**src/rtl/instr_decode.sv**
```systemverilog
// Byte-serial x86-subset instruction decoder.
// Consumes one instruction byte per clock: prefixes, opcode, ModR/M, SIB,
// displacement and immediate, then presents the decoded fields until the
// downstream stage takes them.
module instr_decode #(
  parameter int unsigned ADDRESS_WIDTH   = 32,
  parameter int unsigned MAX_INSTR_WIDTH = 120
) (
  input  logic                       clk,
  input  logic                       reset,
  input  logic                       i_res_valid,
  input  logic [MAX_INSTR_WIDTH-1:0] i_instr,
  input  logic [3:0]                 i_instr_len,
  input  logic [ADDRESS_WIDTH-1:0]   i_pc,
  output logic                       o_dec_ready,
  output logic                       o_valid,
  input  logic                       i_ex_ready,
  output logic [ADDRESS_WIDTH-1:0]   o_pc,
  output logic [ADDRESS_WIDTH-1:0]   o_next_pc,
  output logic [7:0]                 o_opcode,
  output logic [7:0]                 o_prefix,
  output logic [1:0]                 o_fmt,
  output logic [7:0]                 o_modrm,
  output logic [7:0]                 o_sib,
  output logic [31:0]                o_disp,
  output logic [31:0]                o_imm,
  output logic                       o_err
);

  localparam logic [2:0] IDLE   = 3'd0;
  localparam logic [2:0] PFX_OP = 3'd1;
  localparam logic [2:0] MODRM  = 3'd2;
  localparam logic [2:0] SIB    = 3'd3;
  localparam logic [2:0] DISP   = 3'd4;
  localparam logic [2:0] IMM    = 3'd5;
  localparam logic [2:0] DONE   = 3'd6;

  logic [2:0]                 state_q, state_d;
  logic [3:0]                 idx_q, idx_d;
  logic [3:0]                 len_q, len_d;
  logic [MAX_INSTR_WIDTH-1:0] instr_q, instr_d;
  logic [ADDRESS_WIDTH-1:0]   pc_q, pc_d;
  logic [7:0]                 opcode_q, opcode_d;
  logic [7:0]                 prefix_q, prefix_d;
  logic [1:0]                 fmt_q, fmt_d;
  logic [7:0]                 modrm_q, modrm_d;
  logic [7:0]                 sib_q, sib_d;
  logic [31:0]                disp_q, disp_d;
  logic [31:0]                imm_q, imm_d;
  logic                       err_q, err_d;
  // Field lengths in bytes (0 = absent) and bytes gathered so far.
  logic [2:0]                 disp_len_q, disp_len_d;
  logic [2:0]                 disp_cnt_q, disp_cnt_d;
  logic [2:0]                 imm_len_q, imm_len_d;
  logic [2:0]                 imm_cnt_q, imm_cnt_d;

  logic [7:0]                 cur_byte;
  logic [2:0]                 nxt;
  logic                       err_set;
  logic                       consume;
  logic [2:0]                 imm_wide;
  logic [31:0]                disp_asm;
  logic [31:0]                imm_asm;

  // Sign-extend a little-endian field of n bytes to 32 bits.
  function automatic logic [31:0] sext(input logic [31:0] v, input logic [2:0] n);
    logic [31:0] r;
    case (n)
      3'd1:    r = {{24{v[7]}}, v[7:0]};
      3'd2:    r = {{16{v[15]}}, v[15:0]};
      default: r = v;
    endcase
    return r;
  endfunction

  // Stage that follows the addressing bytes.
  function automatic logic [2:0] after_addr(input logic [2:0] dlen, input logic [2:0] ilen);
    logic [2:0] r;
    if (dlen != 3'd0) begin
      r = DISP;
    end else if (ilen != 3'd0) begin
      r = IMM;
    end else begin
      r = DONE;
    end
    return r;
  endfunction

  // Select the instruction byte at the current index.
  always_comb begin
    cur_byte = 8'h00;
    for (int unsigned b = 0; b < MAX_INSTR_WIDTH / 8; b++) begin
      if (idx_q == 4'(b)) begin
        cur_byte = instr_q[b*8 +: 8];
      end
    end
  end

  // Next-state and field-update logic.
  always_comb begin
    state_d    = state_q;
    idx_d      = idx_q;
    len_d      = len_q;
    instr_d    = instr_q;
    pc_d       = pc_q;
    opcode_d   = opcode_q;
    prefix_d   = prefix_q;
    fmt_d      = fmt_q;
    modrm_d    = modrm_q;
    sib_d      = sib_q;
    disp_d     = disp_q;
    imm_d      = imm_q;
    err_d      = err_q;
    disp_len_d = disp_len_q;
    disp_cnt_d = disp_cnt_q;
    imm_len_d  = imm_len_q;
    imm_cnt_d  = imm_cnt_q;
    nxt        = DONE;
    err_set    = 1'b0;
    consume    = 1'b0;
    disp_asm   = disp_q;
    imm_asm    = imm_q;
    imm_wide   = prefix_q[3] ? 3'd2 : 3'd4;

    case (state_q)
      IDLE: begin
        if (i_res_valid) begin
          instr_d    = i_instr;
          len_d      = i_instr_len;
          pc_d       = i_pc;
          idx_d      = 4'd0;
          opcode_d   = 8'h00;
          prefix_d   = 8'h00;
          fmt_d      = 2'b00;
          modrm_d    = 8'h00;
          sib_d      = 8'h00;
          disp_d     = 32'h0;
          imm_d      = 32'h0;
          err_d      = 1'b0;
          disp_len_d = 3'd0;
          disp_cnt_d = 3'd0;
          imm_len_d  = 3'd0;
          imm_cnt_d  = 3'd0;
          state_d    = PFX_OP;
        end
      end

      PFX_OP: begin
        consume = 1'b1;
        nxt     = PFX_OP;
        case (cur_byte)
          8'hF0: prefix_d[0]   = 1'b1;
          8'hF3: prefix_d[1]   = 1'b1;
          8'hF2: prefix_d[2]   = 1'b1;
          8'h66: prefix_d[3]   = 1'b1;
          8'h67: prefix_d[4]   = 1'b1;
          8'h26: prefix_d[7:5] = 3'd1;
          8'h2E: prefix_d[7:5] = 3'd2;
          8'h36: prefix_d[7:5] = 3'd3;
          8'h3E: prefix_d[7:5] = 3'd4;
          8'h64: prefix_d[7:5] = 3'd5;
          8'h65: prefix_d[7:5] = 3'd6;
          default: begin
            opcode_d = cur_byte;
            nxt      = DONE;
            if (cur_byte[7:6] == 2'b00) begin
              // ALU block: r/m forms, accumulator-immediate forms, misc.
              unique case (cur_byte[2:1])
                2'b00, 2'b01: nxt = MODRM;
                2'b10: begin
                  nxt       = IMM;
                  imm_len_d = cur_byte[0] ? imm_wide : 3'd1;
                end
                default: nxt = DONE;
              endcase
            end else if ((cur_byte[7:5] == 3'b010) || (cur_byte[7:3] == 5'b10010) ||
                         (cur_byte == 8'hC3) || (cur_byte == 8'hF4)) begin
              nxt = DONE;
            end else if (cur_byte[7:2] == 6'b100010) begin
              nxt = MODRM;
            end else if ((cur_byte == 8'h80) || (cur_byte == 8'h83)) begin
              nxt       = MODRM;
              imm_len_d = 3'd1;
            end else if (cur_byte == 8'h81) begin
              nxt       = MODRM;
              imm_len_d = imm_wide;
            end else if ((cur_byte[7:3] == 5'b10110) || (cur_byte == 8'h6A) ||
                         (cur_byte == 8'hEB)) begin
              nxt       = IMM;
              imm_len_d = 3'd1;
            end else if ((cur_byte[7:3] == 5'b10111) || (cur_byte == 8'h68) ||
                         (cur_byte == 8'hE8) || (cur_byte == 8'hE9)) begin
              nxt       = IMM;
              imm_len_d = imm_wide;
            end else begin
              err_set = 1'b1;
            end
          end
        endcase
      end

      MODRM: begin
        consume    = 1'b1;
        modrm_d    = cur_byte;
        fmt_d[0]   = 1'b1;
        disp_len_d = 3'd0;
        unique case (cur_byte[7:6])
          2'b00:   disp_len_d = (cur_byte[2:0] == 3'b101) ? 3'd4 : 3'd0;
          2'b01:   disp_len_d = 3'd1;
          2'b10:   disp_len_d = 3'd4;
          default: disp_len_d = 3'd0;
        endcase
        if ((cur_byte[7:6] != 2'b11) && (cur_byte[2:0] == 3'b100)) begin
          nxt = SIB;
        end else begin
          nxt = after_addr(disp_len_d, imm_len_q);
        end
      end

      SIB: begin
        consume  = 1'b1;
        sib_d    = cur_byte;
        fmt_d[1] = 1'b1;
        // No-base form: base=101 under mod=00 carries a disp32.
        if ((modrm_q[7:6] == 2'b00) && (cur_byte[2:0] == 3'b101)) begin
          disp_len_d = 3'd4;
        end
        nxt = after_addr(disp_len_d, imm_len_q);
      end

      DISP: begin
        consume = 1'b1;
        disp_asm[{disp_cnt_q[1:0], 3'b000} +: 8] = cur_byte;
        disp_cnt_d = disp_cnt_q + 3'd1;
        if (disp_cnt_d == disp_len_q) begin
          disp_d = sext(disp_asm, disp_len_q);
          nxt    = (imm_len_q != 3'd0) ? IMM : DONE;
        end else begin
          disp_d = disp_asm;
          nxt    = DISP;
        end
      end

      IMM: begin
        consume = 1'b1;
        imm_asm[{imm_cnt_q[1:0], 3'b000} +: 8] = cur_byte;
        imm_cnt_d = imm_cnt_q + 3'd1;
        if (imm_cnt_d == imm_len_q) begin
          imm_d = sext(imm_asm, imm_len_q);
          nxt   = DONE;
        end else begin
          imm_d = imm_asm;
          nxt   = IMM;
        end
      end

      DONE: begin
        if (i_ex_ready) begin
          state_d = IDLE;
        end
      end

      default: state_d = IDLE;
    endcase

    // Common byte-consumption bookkeeping and length checking.
    if (consume) begin
      idx_d = idx_q + 4'd1;
      if (nxt == DONE) begin
        state_d = DONE;
        if (err_set || (idx_d != len_q)) begin
          err_d = 1'b1;
        end
      end else if (idx_d >= len_q) begin
        // Ran out of claimed bytes mid-instruction.
        state_d = DONE;
        err_d   = 1'b1;
      end else begin
        state_d = nxt;
      end
    end
  end

  // State registers with asynchronous active-low reset.
  always_ff @(posedge clk or negedge reset) begin
    if (!reset) begin
      state_q    <= IDLE;
      idx_q      <= 4'd0;
      len_q      <= 4'd0;
      instr_q    <= '0;
      pc_q       <= '0;
      opcode_q   <= 8'h00;
      prefix_q   <= 8'h00;
      fmt_q      <= 2'b00;
      modrm_q    <= 8'h00;
      sib_q      <= 8'h00;
      disp_q     <= 32'h0;
      imm_q      <= 32'h0;
      err_q      <= 1'b0;
      disp_len_q <= 3'd0;
      disp_cnt_q <= 3'd0;
      imm_len_q  <= 3'd0;
      imm_cnt_q  <= 3'd0;
    end else begin
      state_q    <= state_d;
      idx_q      <= idx_d;
      len_q      <= len_d;
      instr_q    <= instr_d;
      pc_q       <= pc_d;
      opcode_q   <= opcode_d;
      prefix_q   <= prefix_d;
      fmt_q      <= fmt_d;
      modrm_q    <= modrm_d;
      sib_q      <= sib_d;
      disp_q     <= disp_d;
      imm_q      <= imm_d;
      err_q      <= err_d;
      disp_len_q <= disp_len_d;
      disp_cnt_q <= disp_cnt_d;
      imm_len_q  <= imm_len_d;
      imm_cnt_q  <= imm_cnt_d;
    end
  end

  // Index equals bytes consumed once in DONE, so next_pc is pc + index.
  assign o_dec_ready = reset && (state_q == IDLE);
  assign o_valid     = (state_q == DONE);
  assign o_pc        = pc_q;
  assign o_next_pc   = pc_q + ADDRESS_WIDTH'(idx_q);
  assign o_opcode    = opcode_q;
  assign o_prefix    = prefix_q;
  assign o_fmt       = fmt_q;
  assign o_modrm     = modrm_q;
  assign o_sib       = sib_q;
  assign o_disp      = disp_q;
  assign o_imm       = imm_q;
  assign o_err       = err_q;

endmodule

```
**config.mk**
```make
export PLATFORM = sky130hd
export DESIGN_NAME = instr_decode
export DESIGN_NICKNAME = d
export VERILOG_FILES = /design/src/rtl/instr_decode.sv
export SDC_FILE = /design/constraint.sdc
export NUM_CORES = 1
export LEC_CHECK = 0
export ABC_AREA = 1
export BUFFER_PORTS_ARGS = -buffer_cell sky130_fd_sc_hd__buf_2
export CORE_UTILIZATION = 57
export CTS_BUF_LIST = sky130_fd_sc_hd__clkbuf_4 sky130_fd_sc_hd__clkbuf_8
export CTS_CLUSTER_DIAMETER = 150
export DETAILED_ROUTE_END_ITERATION = 6
export PLACE_DENSITY = 0.83
export SLEW_MARGIN = 20
export SYNTH_ARGS = -nofsm -noshare
export SYNTH_HDL_FRONTEND = slang
export SYNTH_SLANG_ARGS = --single-unit
```
**constraint.sdc**
```tcl
create_clock -name clk -period 5.8 [get_ports clk]
set_clock_uncertainty 0.2 [all_clocks]
set_input_delay 1.16 -clock clk [delete_from_list [all_inputs] [get_ports clk]]
set_output_delay 1.16 -clock clk [all_outputs]
set_load 0.03 [all_outputs]
```
==> run metrics <==
Max-slew headroom=28.2%; Metal-1 WL=16800 um; Ys Warns=0; Routed WL=40200 um; Yosys cell types=48; Setup crit start kind=flop; number of global-route vias before repair=13412; DRT iter0 DRCs=1293; number of antenna violations at the first check in global routing=1; WL per Instance=15.7 um; peak supply drop=0.336 mV; register bit total from synthesis=274; Site Rows=57; total CTS buffers=45; Pwr Density=661 nW/um2; fin crit share=95.0%; GRT overflow=0; Min Hold Slack=263 ps; leading cell type in the layout, fill and taps excluded=nand2_1; # DRC=0; Hold Crit Class=reg2reg; CTS tree=yes; met2 WL=19200 um; Die ar.=25900 um2; Async SR Flop Fraction=100%; setup TNS=0 ps; Die Wd=161 um; Mean Syn Cell Area=7.60 um2; Global Route Usage Sum=31.4%; initial core utilization=58.7%; Root Buffer=clkbuf_8; worst skew pair latency=570 ps; sequential cell area=6860 um2; top layer in use=met4; RSZ-0062 raised after global routing=true; via count=13794; Detail Route Antenna Nets=0; fin crit period=5510 ps; most frequent cells in the layout=nand2_1 (704), buf_2 (322), dfrtp_1 (273); Design Power=11.4 mW; crit path kind=reg2out; DIE HEIGHT=161 um; layout cell share with drive strength beyond 1=22.5%; drt via density=5.39; Sink Count=274; crit path capture type=output pin; post-synth top area share=47.6%; fmax=181 MHz; Leakage=9.35 nW; Layout Utilization=70.1%; Worst-path clk slew=60 ps; Final Hold Viols=0; dpl ws=488 ps; final net count=2381; num ports=325; Worst EP required=4440 ps; outcome=finished, final reports clean; hpwl dp=28600 um; synth-to-layout area growth=19.4%; met3 wire len=3080 um; Post-synth EDFFs=0; largest cells by area after synthesis=dfrtp_1 (48%), nand2_1 (18%), inv_1 (5.0%); max cap viols=0; cts hold-fix bufs=0; Netlist Area Pre-Place=14400 um2; 1st-pass router iterations=5; Crit Path Max Fanout=6; fill count=2012; Finish-stage setup viols=0; CTS Buffer Depth=3; H-tree lvl count=2; area of the multi-input gates=6470 um2; Seq/Total Area, Yosys=47.6%; Synth Flop Type=dfrtp_1; Mapped Nets=2078; Port Buf Inserts=324; critical path data arrival time=4150 ps; first-pass GRT wire length=65600 um; Least-Margin Pin Slew=1070 ps; core area=24500 um2; Cells after Synth=1895; leading area contributor after synthesis=dfrtp_1; GP Congestion=0.990; count of pins over their slew limit=0; post-route setup slack=288 ps; largest net degree at the start of global routing=179
## registers in the layout, indices dropped and copies added, names as in the netlist
signal and flops:
disp_cnt_q 3, disp_len_q 3, idx_q 4, imm_cnt_q 3, imm_len_q 3, instr_q 120
len_q 4, o_disp 32, o_err 1, o_fmt 2, o_imm 32, o_modrm 8
o_opcode 8, o_pc 32, o_prefix 8, o_sib 8, state_q 3
## synth_stat cells, types with 6 or more instances
master / number
a21oi_1: 34
buf_2: 8
buf_6: 6
clkbuf_1: 60
dfrtp_1: 274
ha_1: 22
inv_1: 191
inv_2: 18
nand2_1: 704
nand2_2: 11
nand3_1: 120
nand3_2: 6
nand3b_1: 7
nand4_1: 8
nor2_1: 91
nor2_2: 7
nor3_1: 30
nor4_1: 6
o211ai_1: 10
o21ai_0: 109
o21ai_1: 22
o21ai_2: 7
o221ai_1: 15
o22ai_1: 32
or2_2: 14
xnor2_1: 13
xor2_1: 24
## per-layer routing
metal | global-route usage, % | up-vias
met4 | 11.5 | 0
met3 | 6.63 | 92
met2 | 51.9 | 571
met5 | 0 | -
met1 | 40.9 | 6486
li1 | - | 6645
## critical path: stages (launching register included)
cell and delay, ps:
dfrtp_2 410, ha_1 190, inv_1 60, fa_1 400
nor2_1 120, a211oi_1 80, nor3_2 250, nand3_1 150
nand3b_1 240, nor2_2 160, nand4_1 170, nor2_2 200
nand3_2 130, nor2_2 130, nand2_1 120, nor2_4 140
nand3_2 100, nor3_2 150, xor2_1 180, buf_4 190
## where the power goes
| group | switching [mW] | internal (mW) |
|---|---|---|
| clock network | 0.770 | 1.01 |
| logic | 4.47 | 1.74 |
| registers | 0.635 | 2.75 |
## stage by stage
stage | std cells | cell area, um2
detailed placement | 2471 | 16200
finish | 2557 | 17200
global placement | 2471 | 16200
CTS | 2552 | 17100
global route | 2557 | 17200
floorplan | 1895 | 14400
## timing repair
item / in CTS / in global routing
setup buffers: 0 / 4
gates cloned: 0 / 0
pin swaps: 0 / 5
resized for setup: 2 / 13
setup endpoints to repair: 1 / 4
## final timing paths
check / start / endpoint / slack [ps] / depth (start not counted)
setup / recovery: idx_q[0] / o_next_pc[30] / 290 / 19
hold / removal: instr_q[117] / instr_q[117] / 260 / 2
setup reg to reg: idx_q[1] / o_opcode[1] / 1310 / 15
hold reg to reg: instr_q[117] / instr_q[117] / 260 / 2
max in group asynchronous: reset / instr_q[55] / 3550 / 2
min in group asynchronous: reset / o_disp[27] / 400 / 1
## cells by family after synthesis
group | after synthesis | synth area share (%)
adder cells (fa/ha/maj) | 23 | 2.05
AND/OR/NAND/NOR | 1018 | 29.6
XOR/XNOR | 37 | 2.25
flip-flops | 274 | 47.6
buffers and inverters | 289 | 7.96
AO/OA/AOI/OAI | 254 | 10.5
## cell type report
class	instances	share of cell area, %
Antenna cell	1	0.0145
Multi-Input combinational cell	1332	37.6
Clock buffer	78	5.44
Tap cell	324	2.36
Sequential cell	274	39.9
Clock inverter	3	0.102
Timing Repair Buffer	333	9.97
Inverter	212	4.64
Note: power is estimated with default switching activity, not from simulation.
